<file path="src/rtl/uart_tx_arbiter_if.sv">
// Handshake bundle between NUM_REQ byte producers, the arbiter and uart_tx.
// req_lock exists only when UART_TX_ARBITER_LOCK_EN is defined.
interface uart_tx_arbiter_if #(
   parameter int NUM_REQ = 4
) ();
   localparam int IDW = $clog2(NUM_REQ);

   logic [NUM_REQ-1:0]   req_valid;
   logic [8*NUM_REQ-1:0] req_data;
   logic [NUM_REQ-1:0]   req_ready;
   logic                 uart_tx_start;
   logic [7:0]           uart_tx_data;
   logic                 uart_tx_busy;
   logic [IDW-1:0]       grant_id;
   logic                 active;
   logic                 err_timeout;
`ifdef UART_TX_ARBITER_LOCK_EN
   logic [NUM_REQ-1:0]   req_lock;
`endif

   // master: requesters plus transmitter side; slave: the arbiter
   modport master (
`ifdef UART_TX_ARBITER_LOCK_EN
      output req_lock,
`endif
      output req_valid, req_data, uart_tx_busy,
      input  req_ready, uart_tx_start, uart_tx_data, grant_id, active, err_timeout
   );

   modport slave (
`ifdef UART_TX_ARBITER_LOCK_EN
      input  req_lock,
`endif
      input  req_valid, req_data, uart_tx_busy,
      output req_ready, uart_tx_start, uart_tx_data, grant_id, active, err_timeout
   );
endinterface

</file>
<file path="src/rtl/uart_tx_arbiter.sv">
// Round-robin arbiter sharing one uart_tx between NUM_REQ byte producers.
// Optional UART_TX_ARBITER_LOCK_EN adds per-requester lock for unbroken packets.
//
// state       | meaning
// S_IDLE      | waiting for a valid request with transmitter not busy
// S_ISSUE     | byte latched, start pulse issued on the exit edge
// S_WAIT_BUSY | waiting for uart_tx_busy to rise, timeout counter running
// S_WAIT_DONE | frame in flight, waiting for uart_tx_busy to fall
module uart_tx_arbiter #(
   parameter int NUM_REQ      = 4,
   parameter int BUSY_TIMEOUT = 16
) (
   input logic             clk,
   input logic             rst_n,
   uart_tx_arbiter_if.slave bus
);
   localparam int         IDW = $clog2(NUM_REQ);
   localparam logic [7:0] TIMEOUT_TC = 8'(BUSY_TIMEOUT);

   typedef enum logic [1:0] {
      S_IDLE,
      S_ISSUE,
      S_WAIT_BUSY,
      S_WAIT_DONE
   } state_t;

   state_t               state_q, state_d;
   logic [IDW-1:0]       ptr_q, ptr_d;
   logic [IDW-1:0]       grant_q, grant_d;
   logic [7:0]           cnt_q, cnt_d;
   logic [7:0]           data_q, data_d;
   logic [NUM_REQ-1:0]   ready_q, ready_d;
   logic                 start_q, start_d;
   logic                 active_q, active_d;
   logic                 err_q, err_d;

   logic                 found;
   logic [IDW-1:0]       win;
   logic [IDW-1:0]       next_grant;
   logic                 lock_hold;

`ifdef UART_TX_ARBITER_LOCK_EN
   assign lock_hold = bus.req_lock[grant_q];
`else
   assign lock_hold = 1'b0;
`endif

   assign next_grant = (grant_q == IDW'(NUM_REQ - 1)) ? '0 : grant_q + IDW'(1);

   // first valid requester at or after the pointer, wrapping
   always_comb begin
      int idx;
      found = 1'b0;
      win   = '0;
      idx   = 0;
      for (int i = 0; i < NUM_REQ; i++) begin
         idx = int'(ptr_q) + i;
         if (idx >= NUM_REQ) begin
            idx = idx - NUM_REQ;
         end
         if (!found && bus.req_valid[idx]) begin
            found = 1'b1;
            win   = IDW'(idx);
         end
      end
   end

   always_comb begin
      state_d = state_q;
      ptr_d   = ptr_q;
      grant_d = grant_q;
      cnt_d   = cnt_q;
      data_d  = data_q;
      ready_d = '0;
      start_d = 1'b0;
      err_d   = err_q;

      case (state_q)
         S_IDLE: begin
            if (found && !bus.uart_tx_busy) begin
               ready_d[win] = 1'b1;
               data_d       = bus.req_data[8*win +: 8];
               grant_d      = win;
               state_d      = S_ISSUE;
            end
         end
         S_ISSUE: begin
            start_d = 1'b1;
            cnt_d   = '0;
            state_d = S_WAIT_BUSY;
         end
         S_WAIT_BUSY: begin
            if (bus.uart_tx_busy) begin
               state_d = S_WAIT_DONE;
            end else begin
               cnt_d = cnt_q + 8'd1;
               // a timeout never honours the lock, so a dead link cannot starve others
               if (cnt_d == TIMEOUT_TC) begin
                  err_d   = 1'b1;
                  ptr_d   = next_grant;
                  state_d = S_IDLE;
               end
            end
         end
         S_WAIT_DONE: begin
            if (!bus.uart_tx_busy) begin
               ptr_d   = lock_hold ? grant_q : next_grant;
               state_d = S_IDLE;
            end
         end
         default: begin
            state_d = S_IDLE;
         end
      endcase

      active_d = (state_d != S_IDLE);
   end

   always_ff @(posedge clk or negedge rst_n) begin
      if (!rst_n) begin
         state_q  <= S_IDLE;
         ptr_q    <= '0;
         grant_q  <= '0;
         cnt_q    <= '0;
         data_q   <= '0;
         ready_q  <= '0;
         start_q  <= 1'b0;
         active_q <= 1'b0;
         err_q    <= 1'b0;
      end else begin
         state_q  <= state_d;
         ptr_q    <= ptr_d;
         grant_q  <= grant_d;
         cnt_q    <= cnt_d;
         data_q   <= data_d;
         ready_q  <= ready_d;
         start_q  <= start_d;
         active_q <= active_d;
         err_q    <= err_d;
      end
   end

   assign bus.req_ready     = ready_q;
   assign bus.uart_tx_start = start_q;
   assign bus.uart_tx_data  = data_q;
   assign bus.grant_id      = grant_q;
   assign bus.active        = active_q;
   assign bus.err_timeout   = err_q;

endmodule
</file>
<file path="src/flat_wrapper.sv">
// flat-port wrapper written by rule: the top's interface ports become plain ports
module uart_tx_arbiter_flat 
#(
   parameter int NUM_REQ      = 4,
   parameter int BUSY_TIMEOUT = 16
)
  (clk, rst_n, bus_req_valid, bus_req_data, bus_uart_tx_busy, bus_req_ready, bus_uart_tx_start, bus_uart_tx_data, bus_grant_id, bus_active, bus_err_timeout);
  uart_tx_arbiter_if #(.NUM_REQ(NUM_REQ)) bus_i ();
  input logic clk;
  input logic rst_n;
  input wire logic [$bits(bus_i.req_valid)-1:0] bus_req_valid;
  input wire logic [$bits(bus_i.req_data)-1:0] bus_req_data;
  input wire logic [$bits(bus_i.uart_tx_busy)-1:0] bus_uart_tx_busy;
  output wire logic [$bits(bus_i.req_ready)-1:0] bus_req_ready;
  output wire logic [$bits(bus_i.uart_tx_start)-1:0] bus_uart_tx_start;
  output wire logic [$bits(bus_i.uart_tx_data)-1:0] bus_uart_tx_data;
  output wire logic [$bits(bus_i.grant_id)-1:0] bus_grant_id;
  output wire logic [$bits(bus_i.active)-1:0] bus_active;
  output wire logic [$bits(bus_i.err_timeout)-1:0] bus_err_timeout;
  assign bus_i.req_valid = bus_req_valid;
  assign bus_i.req_data = bus_req_data;
  assign bus_i.uart_tx_busy = bus_uart_tx_busy;
  assign bus_req_ready = bus_i.req_ready;
  assign bus_uart_tx_start = bus_i.uart_tx_start;
  assign bus_uart_tx_data = bus_i.uart_tx_data;
  assign bus_grant_id = bus_i.grant_id;
  assign bus_active = bus_i.active;
  assign bus_err_timeout = bus_i.err_timeout;
  uart_tx_arbiter #(.NUM_REQ(NUM_REQ), .BUSY_TIMEOUT(BUSY_TIMEOUT)) u_core (.clk(clk), .rst_n(rst_n), .bus(bus_i));
endmodule
</file>
<file path="config.mk">
export PLATFORM = sky130hd
export DESIGN_NAME = uart_tx_arbiter_flat
export DESIGN_NICKNAME = d
export VERILOG_FILES = /design/src/rtl/uart_tx_arbiter_if.sv /design/src/rtl/uart_tx_arbiter.sv /design/src/flat_wrapper.sv
export SDC_FILE = /design/constraint.sdc
export NUM_CORES = 1
export LEC_CHECK = 0
export BUFFER_PORTS_ARGS = -buffer_cell sky130_fd_sc_hd__buf_4
export CAP_MARGIN = 20
export CORE_ASPECT_RATIO = 0.5
export CORE_MARGIN = 1.5
export CORE_UTILIZATION = 35
export DETAILED_ROUTE_END_ITERATION = 6
export SETUP_SLACK_MARGIN = 0.02
export SLEW_MARGIN = 20
export SYNTH_ARGS = -nofsm -noshare
export SYNTH_HDL_FRONTEND = slang
export SYNTH_SLANG_ARGS = --single-unit
</file>
<file path="constraint.sdc">
create_clock -name clk -period 1.9 [get_ports clk]
set_clock_uncertainty 0.05 [all_clocks]
set_input_delay 0.095 -clock clk [delete_from_list [all_inputs] [get_ports clk]]
set_output_delay 0.095 -clock clk [all_outputs]
set_load 0.03 [all_outputs]
</file>
==> impl_metrics.env <==
export IMPL_outcome="finished clean"
export IMPL_numCtsBuffers=5
export IMPL_firstDrtPassIters=4
export IMPL_critPathRequiredTime_ns=2.02
export IMPL_grt_max_degree=30
export IMPL_rows=17
export IMPL_cpPeakStageDelay_ns=0.51
export IMPL_period_share_pct=95.9
export IMPL_clock_path_buffers=2
export IMPL_cp_end_kind="register"
export IMPL_drtIter0Drc=87
export IMPL_nFillCells=409
export IMPL_final_cell_mix="buf_4 (66), dfrtp_1 (27), nand2_1 (23)"
export IMPL_ys_seq_area_share_pct=45.6
export IMPL_ys_flop_type="dfrtp_1"
export IMPL_grt_antenna_before_repair=0
export IMPL_worst_slew_pin_slew_ns=0.414
export IMPL_slowest_stage="mux4_2"
export IMPL_relSlewSlack_pct=72.4
export IMPL_hpwl_um=2920
export IMPL_synth_edff_count=0
export IMPL_wirelength_um=4040
export IMPL_dieArea_um2=4990
export IMPL_drc=0
export IMPL_design_final_nets=275
export IMPL_grt_pass1_vias=1467
export IMPL_cts_tree="yes"
export IMPL_grt_pass1_wl_um=6800
export IMPL_ioPinCount=56
export IMPL_cap_violations=0
export IMPL_avgSynthCellArea_um2=9.83
export IMPL_track_usage_pct=17.6
export IMPL_die_w_um=98.4
export IMPL_drive_gt1_share_pct=38.7
export IMPL_dr_total_vias=1482
export IMPL_syn2layout_area_growth_pct=45.4
export IMPL_wl_per_cell_um=13.8
export IMPL_vias_per_cell=5.08
export IMPL_die_h_um=50.7
export IMPL_setup_tns_ns=0
export IMPL_hp_class="input pin to register"
export IMPL_max_vdd_ir_drop_mv=0.492
export IMPL_postSynthCellCount=162
export IMPL_cts_sinks=29
export IMPL_clock_latency_ns=0.28
export IMPL_n_antenna_cell=0
export IMPL_syn_nets=203
export IMPL_slew_violations=0
export IMPL_power_leakage_nw=1.10
export IMPL_finalCriticalPeriod_ns=1.82
export IMPL_cts_htree_levels=2
export IMPL_clock_fmax_mhz=549
export IMPL_powerDensity_nw_per_um2=1260
export IMPL_path_max_fanout=7
export IMPL_ant_nets=0
export IMPL_arrival_ns=1.94
export IMPL_final_setup_viol_count=0
export IMPL_ys_async_sr_fraction_pct=100
export IMPL_start_util_pct=36.4
export IMPL_post_synth_num_cell_types=39
export IMPL_grt_setup_unrepaired="no"
export IMPL_syn_area_um2=1590
export IMPL_clk_transition_reported_paths_ns=0.07
export IMPL_grt_overflow_total=0
export IMPL_critPathKind="register to register"
export IMPL_cp_cell_sequence="mux2i_1 -> o2bb2ai_2 -> nor2_2 -> mux4_2 -> mux2_2"
export IMPL_holdWs_ns=0.0779
export IMPL_place_gp_congestion=0.779
export IMPL_ys_ff_latch=29
export IMPL_start_kind="register"
export IMPL_hold_viol=0
export IMPL_portBuffers=55
export IMPL_coreArea_um2=4380
export IMPL_yosys_warnings=0
export IMPL_clock_root_buffer="clkbuf_8"
export IMPL_cpLargestDelayFamily="multiplexers"
export IMPL_final_common_cell="buf_4"
export IMPL_crit_buf_inv=0
-- cell usage after synthesis, types with 2 or more instances --
| master | instances | area (um2) |
|---|---|---|
| dfrtp_1 | 29 | 726 |
| nand2_1 | 23 | 86.3 |
| o21ai_0 | 18 | 90.1 |
| nand3_1 | 14 | 70.1 |
| a211o_1 | 8 | 70.1 |
| mux2i_1 | 8 | 80.1 |
| o211ai_1 | 7 | 52.6 |
| nor2_1 | 6 | 22.5 |
| mux2_2 | 4 | 45.0 |
| clkbuf_1 | 3 | 11.3 |
| a21o_1 | 2 | 15.0 |
| and2_1 | 2 | 12.5 |
| and3_1 | 2 | 12.5 |
| buf_2 | 2 | 10.0 |
| ha_1 | 2 | 25.0 |
| inv_1 | 2 | 7.51 |
| nand2b_1 | 2 | 12.5 |
| nand3b_1 | 2 | 15.0 |
| nor2b_1 | 2 | 12.5 |
| nor3_1 | 2 | 10.0 |
| o21a_1 | 2 | 15.0 |
| xnor2_1 | 2 | 17.5 |
| xor2_1 | 2 | 17.5 |
-- per-stage QoR --
step / instance area, um2 / utilization [%] / power [mW] / setup slack (ns) / instances
after global placement: 2160 / 49.3 / 2.31 / 0.0604 / 281
final: 2320 / 52.9 / 2.92 / 0.0775 / 292
after CTS: 2290 / 52.2 / 2.92 / 0.0212 / 291
after global routing: 2320 / 52.9 / 3.13 / 0.00520 / 292
after floorplan: 1590 / - / 1.80 / 0.0961 / 162
after detailed placement: 2160 / 49.3 / 2.33 / 0.00487 / 281
-- report_power, final --
group / switching [mW] / internal, mW / total (mW)
Clock: 0.238 / 0.327 / 0.565
Sequential: 0.161 / 0.813 / 0.973
Combinational: 0.761 / 0.618 / 1.38
-- what timing repair did --
action / in CTS / in global routing
setup buffers: 0 / 1
endpoints found under the setup margin: 7 / 13
gates resized for setup: 1 / 5
hold buffers: 2 / 0
cloned: 0 / 0
hold endpoints to repair: 30 / 0
pin swaps: 0 / 2
-- tightest hold or removal path, cell delays in order --
cell and delay [ns]:
buf_4 0.07, mux2i_1 0.05, o211ai_1 0.14
-- worst paths after layout --
check | cells past startpoint | slack, ns | to | from
max | 5 | 0.08 | u_core.bus.uart_tx_data[4] | u_core.ptr_q[1]
min | 3 | 0.08 | u_core.bus.uart_tx_data[1] | bus_req_data[17]
max reg2reg | 5 | 0.08 | u_core.bus.uart_tx_data[4] | u_core.ptr_q[1]
min reg2reg | 1 | 0.42 | u_core.bus.err_timeout | u_core.bus.err_timeout
max in group asynchronous | 2 | 1.27 | u_core.ptr_q[1] | rst_n
min in group asynchronous | 2 | 0.23 | u_core.bus.req_ready[1] | rst_n
-- kinds of logic (layout without fill, tap and decap cells) --
| kind of cell | after synthesis | in the layout | share of synthesized area [%] |
|---|---|---|---|
| AO/OA/AOI/OAI | 45 | 45 | 20.2 |
| XOR/XNOR | 4 | 4 | 2.20 |
| adder cells (fa/ha/maj) | 2 | 2 | 1.57 |
| buffers and inverters | 7 | 80 | 1.81 |
| flip-flops | 29 | 29 | 45.6 |
| multiplexers | 13 | 13 | 9.27 |
| AND/OR/NAND/NOR | 62 | 62 | 19.4 |
-- per-layer routing --
| layer | vias up | wire length, um | track usage [%] |
|---|---|---|---|
| met1 | 703 | 1920 | 22.6 |
| met4 | 0 | 48 | 5.87 |
| li1 | 739 | - | - |
| met2 | 35 | 1910 | 29.2 |
| met3 | 5 | 163 | 4.74 |
| met5 | - | 0 | 0 |
-- state kept, by name, indices dropped and copies added (netlist names) --
| signal | flops |
|---|---|
| u_core.state_q | 2 |
| u_core.bus.uart_tx_data | 8 |
| u_core.ptr_q | 2 |
| u_core.bus.uart_tx_start | 1 |
| u_core.cnt_q | 8 |
| u_core.bus.active | 1 |
| u_core.bus.grant_id | 2 |
| u_core.bus.req_ready | 4 |
| u_core.bus.err_timeout | 1 |
-- area by class of cell --
cell class,count,area [um2],area share [%]
multi-input combinational,126,861,37.2
sequential,29,728,31.4
timing repair buffer,70,547,23.6
clock buffer,7,96.3,4.16
tap,57,71.3,3.08
inverter,2,7.51,0.324
clock inverter,1,5.00,0.216
Note: power is estimated with default switching activity, not from simulation.
